===== config.mk =====
export PLATFORM = sky130hd
export DESIGN_NAME = sram_1p_march_bist
export DESIGN_NICKNAME = d
export VERILOG_FILES = /design/src/rtl/sram_bist_pkg.sv /design/src/rtl/sram_bist_addr_gen.sv /design/src/rtl/sram_1p_march_bist.sv
export SDC_FILE = /design/constraint.sdc
export NUM_CORES = 1
export LEC_CHECK = 0
export CORE_AREA = 2 2 85 87
export DETAILED_ROUTE_END_ITERATION = 6
export DIE_AREA = 0 0 87 89
export PLACE_DENSITY_LB_ADDON = 0.08
export REMOVE_ABC_BUFFERS = 1
export SETUP_SLACK_MARGIN = 0.2
export SYNTH_ARGS = -nofsm -noshare
export SYNTH_HDL_FRONTEND = slang
export SYNTH_HIERARCHICAL = 1
export SYNTH_SLANG_ARGS = --single-unit

===== constraint.sdc =====
create_clock -name A_BIST_CLK -period 4.3 [get_ports A_BIST_CLK]
set_clock_uncertainty 0.15 [all_clocks]
set_input_delay 1.075 -clock A_BIST_CLK [delete_from_list [all_inputs] [get_ports A_BIST_CLK]]
set_output_delay 1.075 -clock A_BIST_CLK [all_outputs]
set_load 0.01 [all_outputs]

===== src/rtl/sram_bist_pkg.sv =====
// rtl/sram_bist_pkg.sv - shared March C- BIST types and per-element constant tables
package sram_bist_pkg;

  typedef enum logic [1:0] {ST_IDLE, ST_RUN, ST_DRAIN, ST_DONE} state_e;

  typedef enum logic [2:0] {M0, M1, M2, M3, M4, M5} elem_e;

  // Bit i of each table describes element Mi; the top two bits are unused encodings.
  localparam logic [7:0] ELEM_DOWN    = 8'b0001_1000;
  localparam logic [7:0] ELEM_TWO_OPS = 8'b0001_1110;
  localparam logic [7:0] ELEM_RD_BG   = 8'b0001_0100;
  localparam logic [7:0] ELEM_WR_BG   = 8'b0000_1010;

  // Two-op elements read first then write; single-op elements are M0 (write) and M5 (read).
  function automatic logic op_is_read(input elem_e e, input logic phase);
    if (ELEM_TWO_OPS[e]) begin
      return !phase;
    end
    return e == M5;
  endfunction

endpackage


===== src/rtl/sram_bist_addr_gen.sv =====
// rtl/sram_bist_addr_gen.sv - up/down address counter with load, step and last-address flag
module sram_bist_addr_gen
  import sram_bist_pkg::*;
#(
  parameter int unsigned P_ADDR_WIDTH = 9
) (
  input  logic                    clk,
  input  logic                    rst,
  input  logic                    load,
  input  logic                    load_down,
  input  logic                    step,
  input  logic                    down,
  output logic [P_ADDR_WIDTH-1:0] addr,
  output logic                    last
);

  localparam logic [P_ADDR_WIDTH-1:0] ONE = P_ADDR_WIDTH'(1);

  logic [P_ADDR_WIDTH-1:0] addr_q, addr_d;

  always_comb begin
    addr_d = addr_q;
    if (load) begin
      addr_d = load_down ? '1 : '0;
    end else if (step) begin
      addr_d = down ? addr_q - ONE : addr_q + ONE;
    end
  end

  always_ff @(posedge clk) begin
    if (rst) begin
      addr_q <= '0;
    end else begin
      addr_q <= addr_d;
    end
  end

  assign addr = addr_q;
  assign last = down ? (addr_q == '0) : (addr_q == '1);

endmodule


===== src/rtl/sram_1p_march_bist.sv =====
// rtl/sram_1p_march_bist.sv - March C- BIST controller for a single-port byte-mask SRAM BIST port
// The failure log (fail_addr/fail_elem/fail_syn) is built only when SRAM_BIST_FAIL_LOG_EN is defined.
module sram_1p_march_bist
  import sram_bist_pkg::*;
#(
  parameter int unsigned P_DATA_WIDTH = 32,
  parameter int unsigned P_ADDR_WIDTH = 9
) (
  input  logic                    A_BIST_CLK,
  input  logic                    A_BIST_RST,
  input  logic                    start,
  output logic                    busy,
  output logic                    done,
  output logic                    fail,
  output logic [P_ADDR_WIDTH-1:0] fail_addr,
  output logic [2:0]              fail_elem,
  output logic [P_DATA_WIDTH-1:0] fail_syn,
  output logic                    A_BIST_EN,
  output logic                    A_BIST_MEN,
  output logic                    A_BIST_WEN,
  output logic                    A_BIST_REN,
  output logic [P_ADDR_WIDTH-1:0] A_BIST_ADDR,
  output logic [P_DATA_WIDTH-1:0] A_BIST_DIN,
  output logic [P_DATA_WIDTH-1:0] A_BIST_BM,
  input  logic [P_DATA_WIDTH-1:0] A_DOUT
);

  state_e                  state_q, state_d;
  elem_e                   elem_q, elem_d;
  logic                    phase_q, phase_d;
  logic                    done_q, done_d, fail_q, fail_d, busy_q, busy_d;
  logic                    men_q, men_d, wen_q, wen_d, ren_q, ren_d;
  logic [P_DATA_WIDTH-1:0] din_q, din_d, bm_q, bm_d;
  logic                    cmp_vld_q, cmp_vld_d;
  logic [P_DATA_WIDTH-1:0] cmp_exp_q, cmp_exp_d;
  logic                    ag_load, ag_load_down, ag_step, ag_last;
  logic                    start_run, miscmp, issue, rd;
  logic [P_ADDR_WIDTH-1:0] addr;

  sram_bist_addr_gen #(.P_ADDR_WIDTH(P_ADDR_WIDTH)) u_addr_gen (
    .clk       (A_BIST_CLK),
    .rst       (A_BIST_RST),
    .load      (ag_load),
    .load_down (ag_load_down),
    .step      (ag_step),
    .down      (ELEM_DOWN[elem_q]),
    .addr      (addr),
    .last      (ag_last)
  );

  always_comb begin
    state_d      = state_q;
    elem_d       = elem_q;
    phase_d      = phase_q;
    done_d       = done_q;
    fail_d       = fail_q;
    ag_load      = 1'b0;
    ag_load_down = 1'b0;
    ag_step      = 1'b0;
    start_run    = 1'b0;
    miscmp       = cmp_vld_q && (A_DOUT != cmp_exp_q);
    if (miscmp) begin
      fail_d = 1'b1;
    end
    case (state_q)
      ST_IDLE, ST_DONE: begin
        if (start) begin
          start_run = 1'b1;
          state_d   = ST_RUN;
          elem_d    = M0;
          phase_d   = 1'b0;
          ag_load   = 1'b1;
          done_d    = 1'b0;
          fail_d    = 1'b0;
        end
      end
      ST_RUN: begin
        if (ELEM_TWO_OPS[elem_q] && !phase_q) begin
          phase_d = 1'b1;
        end else begin
          phase_d = 1'b0;
          if (!ag_last) begin
            ag_step = 1'b1;
          end else if (elem_q == M5) begin
            state_d = ST_DRAIN;
            ag_load = 1'b1;
          end else begin
            elem_d       = elem_e'(elem_q + 3'd1);
            ag_load      = 1'b1;
            ag_load_down = ELEM_DOWN[elem_d];
          end
        end
      end
      ST_DRAIN: begin
        state_d = ST_DONE;
        done_d  = 1'b1;
      end
      default: state_d = ST_IDLE;
    endcase

    // Bus registers carry the op selected for the coming cycle.
    issue  = (state_d == ST_RUN);
    rd     = op_is_read(elem_d, phase_d);
    busy_d = (state_d == ST_RUN) || (state_d == ST_DRAIN);
    men_d  = issue;
    wen_d  = issue && !rd;
    ren_d  = issue && rd;
    din_d  = (issue && !rd) ? {P_DATA_WIDTH{ELEM_WR_BG[elem_d]}} : '0;
    bm_d   = issue ? '1 : '0;

    // The op on the bus now is sampled by the macro at the next edge; its data returns one cycle later.
    cmp_vld_d = ren_q;
    cmp_exp_d = {P_DATA_WIDTH{ELEM_RD_BG[elem_q]}};
  end

  always_ff @(posedge A_BIST_CLK) begin
    if (A_BIST_RST) begin
      state_q   <= ST_IDLE;
      elem_q    <= M0;
      phase_q   <= 1'b0;
      done_q    <= 1'b0;
      fail_q    <= 1'b0;
      busy_q    <= 1'b0;
      men_q     <= 1'b0;
      wen_q     <= 1'b0;
      ren_q     <= 1'b0;
      din_q     <= '0;
      bm_q      <= '0;
      cmp_vld_q <= 1'b0;
      cmp_exp_q <= '0;
    end else begin
      state_q   <= state_d;
      elem_q    <= elem_d;
      phase_q   <= phase_d;
      done_q    <= done_d;
      fail_q    <= fail_d;
      busy_q    <= busy_d;
      men_q     <= men_d;
      wen_q     <= wen_d;
      ren_q     <= ren_d;
      din_q     <= din_d;
      bm_q      <= bm_d;
      cmp_vld_q <= cmp_vld_d;
      cmp_exp_q <= cmp_exp_d;
    end
  end

`ifdef SRAM_BIST_FAIL_LOG_EN
  logic [P_ADDR_WIDTH-1:0] cmp_addr_q, cmp_addr_d, log_addr_q, log_addr_d;
  logic [2:0]              cmp_elem_q, cmp_elem_d, log_elem_q, log_elem_d;
  logic [P_DATA_WIDTH-1:0] log_syn_q, log_syn_d;

  always_comb begin
    cmp_addr_d = addr;
    cmp_elem_d = elem_q;
    log_addr_d = log_addr_q;
    log_elem_d = log_elem_q;
    log_syn_d  = log_syn_q;
    if (start_run) begin
      log_addr_d = '0;
      log_elem_d = '0;
      log_syn_d  = '0;
    end else if (miscmp && !fail_q) begin
      log_addr_d = cmp_addr_q;
      log_elem_d = cmp_elem_q;
      log_syn_d  = cmp_exp_q ^ A_DOUT;
    end
  end

  always_ff @(posedge A_BIST_CLK) begin
    if (A_BIST_RST) begin
      cmp_addr_q <= '0;
      cmp_elem_q <= '0;
      log_addr_q <= '0;
      log_elem_q <= '0;
      log_syn_q  <= '0;
    end else begin
      cmp_addr_q <= cmp_addr_d;
      cmp_elem_q <= cmp_elem_d;
      log_addr_q <= log_addr_d;
      log_elem_q <= log_elem_d;
      log_syn_q  <= log_syn_d;
    end
  end

  assign fail_addr = log_addr_q;
  assign fail_elem = log_elem_q;
  assign fail_syn  = log_syn_q;
`else
  assign fail_addr = '0;
  assign fail_elem = '0;
  assign fail_syn  = '0;
`endif

  assign busy        = busy_q;
  assign done        = done_q;
  assign fail        = fail_q;
  assign A_BIST_EN   = busy_q;
  assign A_BIST_MEN  = men_q;
  assign A_BIST_WEN  = wen_q;
  assign A_BIST_REN  = ren_q;
  assign A_BIST_ADDR = addr;
  assign A_BIST_DIN  = din_q;
  assign A_BIST_BM   = bm_q;

endmodule

==> run_results.csv, run 1 <==
group,metric,value,unit
sta,setup_viol,0,
power,p_per_area,216.0,nW/um2
layout,num-nets-final,448,
setup_path,end_kind,"primary output",
drt,wl,6402,um
die,ios,159,
sta,worst_slew_pin_slew,0.8719,ns
global_routing,use_met2,26.16,%
setup_path,path_max_fanout,33,
global_routing,gr-max-usage-layer,"met2",
setup_path,crit_type,"reg2out",
global_routing,grt_antenna_before_repair,0,
sta,fmax,322.2,MHz
clocking,cts_root_buffer,"clkbuf_8",
global_routing,grt_use_total,15.53,%
sta,hold_viol,0,
setup_path,arrival,1.88,ns
clocking,clk_pin_slew,0.10,ns
yosys,synth-seq-cells,26,
yosys,synth-edff-count,0,
worst_hold_path,hp-class,"reg2reg",
placement,gp_congestion,0.8810,
sta,timing.final.crit_share,72.18,%
power,leakagePower,1.339,nW
setup_path,critPathBufInv,1,
yosys,syn_inst,347,
die,core,6719,um2
global_routing,grt_pass1_wl,9653,um
layout,diodes,0,
power,finalPower,0.0007381,W
clocking,numCtsBuffers,3,
sta,slew_violations,0,
drt,via_per_inst,4.808,
setup_path,path_delay_family,"flip-flops",
setup_path,cp_slowest_cell,"dfxtp_1",
yosys,ys_async_sr_fraction,0,%
sta,min_period,3.104,ns
layout,syn_to_final_growth,22.91,%
die,die-area,7743,um2
clocking,clk-insertion-delay-late,0.28,ns
clocking,cts.sinks,26,
yosys,ys_seq_area_share,18.72,%
power,irDropWorstVdd,0.1215,mV
flow_run,cap_violations,0,
clocking,cts_max_level,1,
yosys,synth_area_per_cell,8.012,um2
setup_path,startpoint,"A_BIST_BM[30]",
sta,slew_headroom,41.79,%
global_routing,grt_pass1_vias,1922,
drt,drtIter0Drc,83,
setup_path,startpoint_type,"flip-flop",
global_routing,grtUsageMet1,20.84,%
status,status,"finished, final reports clean",
layout,drive_gt1_share,6.076,%
die,rows,30,
die,die_y,89,um
worst_hold_path,hp-start,"fail",
placement,io_buffers,114,
sta,fin_tns_setup,0,ns
placement,dp_hpwl,5203,um
placement,placed_cells,471,
global_routing,grt_max_degree,34,
setup_path,cp.required,3.07,ns
placement,place_ws,1.237,ns
clocking,tritoncts,"done",
global_routing,grt_overflow,0,
sta,rsz0062_at_grt,"no",
setup_path,reg2reg_from,"u_addr_gen/addr[7]",
die,fp.dieW,87,um
drt,dr.pass1.iters,4,
setup_path,rrSetupSlack,1.40,ns
setup_path,cp_cell_sequence,"clkdlybuf4s50_1",
clocking,clock_path_buffers,2,
drt,vias,2284,
drt,wire_per_inst,13.48,um
sta,worst_slack,1.196,ns
yosys,synth_flop_cell,"dfxtp_1",
clocking,cts_resized,0,
yosys,ys_warn_count,6,
clocking,hold_buffers,0,
layout,instances_no_fill,475,
yosys,syn_area,2780,um2
die,start_util,41.38,%
drt,drc,0,
yosys,synth.distinct_cells,60,
clocking,cts_setup_buffers,0,
global_routing,use_met3,1.847,%
setup_path,max_stage_delay,0.90,ns
drt,postRouteAntennaNets,0,
==> through the flow <==
step	cell area (um2)	utilization, %	hold slack, ns
floorplan	2082	-	0.2861
global placement	3346	49.80	0.3087
detailed placement	3346	49.80	0.3112
CTS	3417	50.86	0.3297
global route	3417	50.86	0.3572
finish	3417	50.86	0.3249
==> placed cells by master (no fill, tap or decap), drive strengths merged, types with 3 or more instances in the layout <==
cell | synthesis | final
a31oi | 8 | 8
nand4 | 5 | 5
nor2b | 5 | 5
a21oi | 15 | 15
o21ai | 6 | 6
nand2 | 18 | 18
nand2b | 5 | 5
nand3 | 9 | 9
buf | 113 | 3
a21o | 5 | 5
clkdlybuf4s50 | 0 | 114
mux2i | 4 | 4
nor4 | 5 | 5
and3 | 4 | 4
inv | 13 | 13
nor2 | 25 | 25
xor2 | 3 | 3
a221oi | 3 | 3
nor3 | 16 | 16
clkbuf | 3 | 3
a211oi | 3 | 3
ha | 16 | 16
nor3b | 6 | 6
conb | 1 | 44
dfxtp | 26 | 26
==> logic make-up after synthesis <==
logic type | count (synthesis) | synth area share (%)
buffers and inverters | 129 | 32.67
xor gates and xnor gates | 5 | 1.575
muxes | 4 | 1.440
adders and majority gates | 17 | 7.921
AOI/OAI and AO/OA | 57 | 16.11
DFF | 26 | 18.72
and+or+nand+nor | 108 | 21.42
other | 1 | 0.1349
==> synth_stat cells (all sizes together) (3+ instances only) <==
cell | number | area share [%]
dfxtp | 26 | 19
and3 | 4 | 1.1
nor2b | 5 | 1.4
clkbuf | 3 | 0.41
nor3 | 16 | 2.9
nand2b | 5 | 1.8
nor3b | 6 | 1.6
ha | 16 | 7.2
mux2i | 4 | 1.4
a31oi | 8 | 1.8
nand2 | 18 | 2.5
a21o | 5 | 1.4
a221oi | 3 | 1.6
inv | 13 | 1.8
o21ai | 6 | 1.1
buf | 113 | 31
a21oi | 15 | 3.0
a211oi | 3 | 0.99
nand3 | 9 | 1.6
nand4 | 5 | 1.1
nor4 | 5 | 1.1
xor2 | 3 | 0.95
nor2 | 25 | 3.4
==> path summary, 6_finish.rpt <==
path,cells after the start,end
worst max-delay path,1,A_BIST_MEN
worst min-delay path,2,fail
worst max register to register,11,A_BIST_WEN
worst min register to register,2,fail
==> cell type report <==
class                           count  area (um2)
Fill cell                         632        3302
Clock inverter                      1       30.03
Timing Repair Buffer              117        1164
Inverter                           13       48.80
Clock buffer                        3       41.29
Multi-Input combinational cell    235        1513
Sequential cell                    26       520.5
Tap cell                           80       100.1
==> routing by layer <==
metal  vias up  share of wire (%)  wire (um)
met5         -                  0          0
met4         0                1.1         73
met3         4                7.1        454
met2        81                 46       2952
met1      1048                 46       2922
li1       1151                  -          -
==> flip-flops by register name (all words and copies together), names as in the netlist, named ones only <==
register         cells
A_BIST_BM            1
A_BIST_DIN           1
A_BIST_EN            1
A_BIST_REN           1
A_BIST_WEN           1
cmp_exp_q            1
cmp_vld_q            1
done                 1
elem_q               3
fail                 1
phase_q              1
state_q              2
u_addr_gen/addr      9
==> report_power, final <==
group          total (W)  switching, W  internal (W)  leakage, nW
clock           0.000209     0.0000846      0.000125       0.0357
sequential      0.000271     0.0000193      0.000252        0.212
combinational   0.000258      0.000121      0.000136         1.09
total           0.000738      0.000225      0.000513         1.34
(Power assumes the default switching activity.)
==> inputs of run 2 (changes only) <==
Settings changed: CORE_AREA 2 2 85 87 to 2 2 93 95, DIE_AREA 0 0 87 89 to 0 0 95 97.
Clock period 4.3 ns to 2.6 ns, I/O delays scaled along.
==> run_results.csv, run 2 (synthesis results as in run 1) <==
group,metric,value,unit
power,p_per_area,339.8,nW/um2
layout,final_area,3767,um2
power,leakagePower,1.490,nW
sta,rsz0062_at_grt,"yes",
setup_path,startpoint_type,"flip-flop",
drt,drtIter0Drc,89,
global_routing,grt_use_total,14.49,%
sta,slew_violations,0,
clocking,cts.sinks,26,
worst_hold_path,hold_depth,2,
die,die_y,97,um
worst_hold_path,min_to,"fail",
clocking,clk_pin_slew,0.10,ns
layout,largest_register_ffs,9,
global_routing,grt_overflow,0,
setup_path,path_max_fanout,4,
worst_hold_path,hp-start,"fail",
die,core,8134,um2
placement,io_buffers,114,
placement,gp_congestion,0.8147,
setup_path,startpoint,"u_addr_gen/addr[4]",
global_routing,grt_pass1_vias,2100,
setup_path,cp.required,2.64,ns
sta,fin_tns_setup,0,ns
placement,dp_hpwl,5703,um
setup_path,rr_worst_depth,11,
die,rows,33,
clocking,cts_max_level,1,
global_routing,grt_max_degree,34,
layout,num-nets-final,473,
worst_hold_path,hp-class,"reg2reg",
placement,dpl_cell_area,3542,um2
sta,setup_viol,0,
die,start_util,34.18,%
flow_run,cap_violations,0,
setup_path,reg2reg_from,"u_addr_gen/addr[4]",
layout,syn_to_final_growth,35.51,%
die,fp.dieW,95,um
clocking,numCtsBuffers,3,
global_routing,grt_pass1_wl,10710,um
setup_path,rrSetupSlack,0.23,ns
power,irDropWorstVdd,0.2078,mV
global_routing,grt_antenna_before_repair,0,
die,die-area,9215,um2
setup_path,crit_type,"reg2reg",
sta,fmax,422.6,MHz
layout,drive_gt1_share,17.86,%
setup_path,end_kind,"flip-flop",
drt,via_per_inst,4.554,
clocking,cts_root_buffer,"clkbuf_8",
layout,num-fill-cells,792,
drt,postRouteAntennaNets,0,
sta,timing.final.crit_share,91.02,%
clocking,clock_path_buffers,2,
drt,wl,6976,um
sta,min_period,2.367,ns
layout,final_common_cell,"clkdlybuf4s50_1",
sta,hold_viol,0,
drt,wire_per_inst,13.29,um
drt,dr.pass1.iters,4,
clocking,clk-insertion-delay-late,0.28,ns
status,status,"finished, final reports clean",
clocking,tritoncts,"done",
die,ios,159,
setup_path,arrival,2.40,ns
drt,vias,2391,
layout,most-common-layout-cells,"clkdlybuf4s50_1 (114), conb_1 (44), buf_4 (25), nor2_1 (22), dfxtp_1 (19)",
setup_path,worst_r2r_endpoint,"A_BIST_WEN",
drt,drc,0,
layout,diodes,0,
-- run 2: changes by cell type in the layout (fill, tap and decap cells not counted), moves of 3 or more --
cell | before | now
buf_4 | 3 | 25
dfxtp_1 | 26 | 19
dfxtp_2 | 0 | 5
buf_6 | 0 | 3
nor2_1 | 25 | 22
nor3b_1 | 6 | 3
nor3b_2 | 0 | 3
-- run 2: critical path: stages, from the launching register on --
cell	delay, ns
dfxtp_4	0.38
nand3_2	0.08
nor4b_2	0.25
a31oi_1	0.08
nor2_2	0.22
a41oi_2	0.14
o32a_1	0.37
ha_2	0.18
inv_2	0.08
nor2_4	0.04
and2_1	0.13
a22o_1	0.17
-- run 2: how the worst max path moves through the flow --
stage	end	slack, ns	depth (start not counted)
6_report	A_BIST_WEN	0.23	11
5_1_grt	u_addr_gen/addr[7]	0.08	13
4_1_cts	A_BIST_WEN	0.21	11
3_5_place_dp	flip-flop	-0.03	6
3_3_place_gp	flip-flop	0.01	6
2_1_floorplan	A_BIST_BM[0]	-0.59	0
-- run 2: power by group --
group	leakage (nW)	switching (W)	internal, W
Combinational	1.24	0.000231	0.000262
Sequential	0.215	0.0000173	0.000418
Clock	0.0357	0.000146	0.000207
Total	1.49	0.000394	0.000887
-- run 2: final cells by class --
class                           count  area (um2)  area share, %
Clock buffer                        3       41.29          1.096
Clock inverter                      1       30.03         0.7971
Inverter                           13       48.80          1.295
Multi-Input combinational cell    235        1619          42.98
Sequential cell                    26       534.3          14.18
Tap cell                          105       131.4          3.487
Timing Repair Buffer              142        1363          36.17
-- run 2: repair_timing --
item,4_1_cts,5_1_grt
gates resized for setup,3,32
setup endpoints to repair,7,13
pin swaps,1,14
setup buffers,0,3
gates cloned,0,0
hold buffers,0,0
-- run 2: through the flow --
stage	setup WS (ns)	cells	utilization, %	hold slack [ns]	total power [W]
floorplan	-0.5907	274	-	0.2861	0.0006391
global placement	0.01158	518	43.55	0.3101	0.0009143
detailed placement	-0.03462	518	43.55	0.3117	0.0009147
CTS	0.2082	522	44.49	0.3282	0.001271
global route	0.08215	525	46.32	0.3532	0.001350
finish	0.2334	525	46.32	0.3203	0.001280
-- run 2: per-layer routing --
metal  global-route usage (%)  vias to the layer above  wire length (um)
met5                        0                        -                 0
li1                         -                     1204                 -
met2                    24.22                       92              3317
met1                    19.84                     1090              3170
met3                    1.558                        5               425
met4                    3.344                        0                63
==> inputs of run 3 (changes only) <==
Settings changed: SETUP_SLACK_MARGIN 0.2 to 0.3.
==> run_results.csv, run 3 (synthesis results as in run 1) <==
group,metric,value,unit
power,p_switching,0.0003956,W
layout,diodes,0,
power,power_frac_comb,38.7,%
die,rows,33,
die,core,8134,um2
setup_path,end_kind,"flip-flop",
setup_path,arrival,2.45,ns
sta,slew_headroom,65.41,%
drt,drc,0,
layout,largest_register_ffs,9,
sta,fin_hold_ws,0.3203,ns
layout,syn_to_final_growth,36.27,%
power,power_frac_clock,27.5,%
clocking,clk_pin_slew,0.10,ns
drt,wl,7060,um
die,die_y,97,um
power,irDropWorstVdd,0.2146,mV
layout,most-common-layout-cells,"clkdlybuf4s50_1 (114), conb_1 (44), buf_4 (24), nor2_1 (22), dfxtp_1 (19)",
setup_path,rrSetupSlack,0.22,ns
drt,dr.pass1.iters,4,
drt,vias,2391,
global_routing,grt_max_degree,34,
placement,io_buffers,114,
sta,setup_viol,0,
power,p_per_area,339.5,nW/um2
clocking,tritoncts,"done",
layout,drive_gt1_share,18.48,%
sta,timing.final.crit_share,91.63,%
clocking,cts_root_buffer,"clkbuf_8",
sta,slew_violations,0,
sta,worst_slew_pin_slew,0.5189,ns
setup_path,path_max_fanout,6,
die,die-area,9215,um2
setup_path,cp.required,2.67,ns
global_routing,grt_pass1_wl,10860,um
sta,rsz0062_at_grt,"yes",
die,fp.dieW,95,um
drt,wire_per_inst,13.40,um
setup_path,reg2reg_from,"u_addr_gen/addr[1]",
layout,instances_no_fill,527,
drt,via_per_inst,4.537,
power,switching_share,30.76,%
clocking,cts_max_level,1,
sta,min_period,2.382,ns
worst_hold_path,hp-class,"reg2reg",
clocking,hold_buffers,0,
global_routing,grt_use_total,14.67,%
flow_run,cap_violations,0,
placement,gp_congestion,0.8147,
sta,hold_viol,0,
clocking,clock_path_buffers,2,
die,start_util,34.18,%
setup_path,rr_worst_depth,10,
global_routing,grt_pass1_vias,2116,
drt,drtIter0Drc,83,
layout,final_common_cell,"clkdlybuf4s50_1",
power,internal_power,0.0008906,W
drt,postRouteAntennaNets,0,
die,ios,159,
setup_path,startpoint,"u_addr_gen/addr[1]",
placement,placed_cells,518,
clocking,cts.sinks,26,
setup_path,crit_type,"reg2reg",
clocking,numCtsBuffers,3,
setup_path,startpoint_type,"flip-flop",
global_routing,grt_overflow,0,
global_routing,grt_antenna_before_repair,0,
power,leakagePower,1.503,nW
sta,fmax,419.8,MHz
status,status,"finished, final reports clean",
layout,num-nets-final,475,
placement,dp_hpwl,5703,um
power,pwr-share-seq,33.8,%
clocking,clk-insertion-delay-late,0.28,ns
[run 3: cell type report]
class | count | area [um2]
clock buffer | 3 | 41.29
tap | 105 | 131.4
fill | 792 | 4345
sequential | 26 | 531.8
timing repair buffer | 144 | 1389
clock inverter | 1 | 30.03
inverter | 13 | 48.80
multi-input combinational | 235 | 1617
[run 3: metrics by stage]
| stage | setup WS, ns | total power, W | TNS (ns) | cell area, um2 | utilization, % |
|---|---|---|---|---|---|
| final | 0.2176 | 0.001286 | 0 | 3789 | 46.58 |
| after global routing | 0.07870 | 0.001355 | 0 | 3789 | 46.58 |
| after CTS | 0.2512 | 0.001285 | 0 | 3686 | 45.32 |
| after detailed placement | -0.03462 | 0.0009147 | -0.04802 | 3542 | 43.55 |
| after global placement | 0.01158 | 0.0009143 | 0 | 3542 | 43.55 |
| after floorplan | -0.5907 | 0.0006391 | -36.89 | 2082 | - |
[run 3: how the worst min path moves through the flow]
stage / endpoint / slack [ns] / startpoint / depth (start not counted)
detailed placement: fail / 0.31 / fail / 2
finish: fail / 0.32 / fail / 2
floorplan: fail / 0.29 / cmp_vld_q / 2
global placement: fail / 0.31 / fail / 2
CTS: fail / 0.33 / fail / 2
global route: cmp_vld_q / 0.35 / A_BIST_REN / 1
[run 3: worst max-delay path, stage by stage (launching register included)]
cell and delay, ns:
dfxtp_2 0.37, nand4_1 0.13, nor4b_2 0.26, a31oi_1 0.07, nor2_2 0.21, buf_6 0.15
buf_4 0.11, a31o_1 0.16, a32oi_4 0.15, or3_4 0.43, a21oi_1 0.12
[run 3: per-layer routing]
metal  global-route usage [%]  vias to the layer above  routed length (um)
met2                    24.17                       95                3363
li1                         -                     1207                   -
met1                    20.12                     1082                3186
met5                        0                        -                   0
met4                    3.902                        0                 100
met3                    1.636                        7                 410
[run 3: power groups by stage]
stage	clock network, W	logic (W)	registers (W)
2_1_floorplan	0	0.000146	0.000493
3_3_place_gp	0	0.000474	0.000440
3_5_place_dp	0	0.000474	0.000441
4_1_cts	0.000362	0.000488	0.000434
5_1_grt	0.000375	0.000542	0.000438
6_report	0.000353	0.000498	0.000435
[run 3: timing repair]
| action | CTS | global route |
|---|---|---|
| endpoints found under the setup margin | 18 | 46 |
| pin swaps | 10 | 11 |
| gates resized for setup | 19 | 21 |
| setup buffers | 2 | 3 |
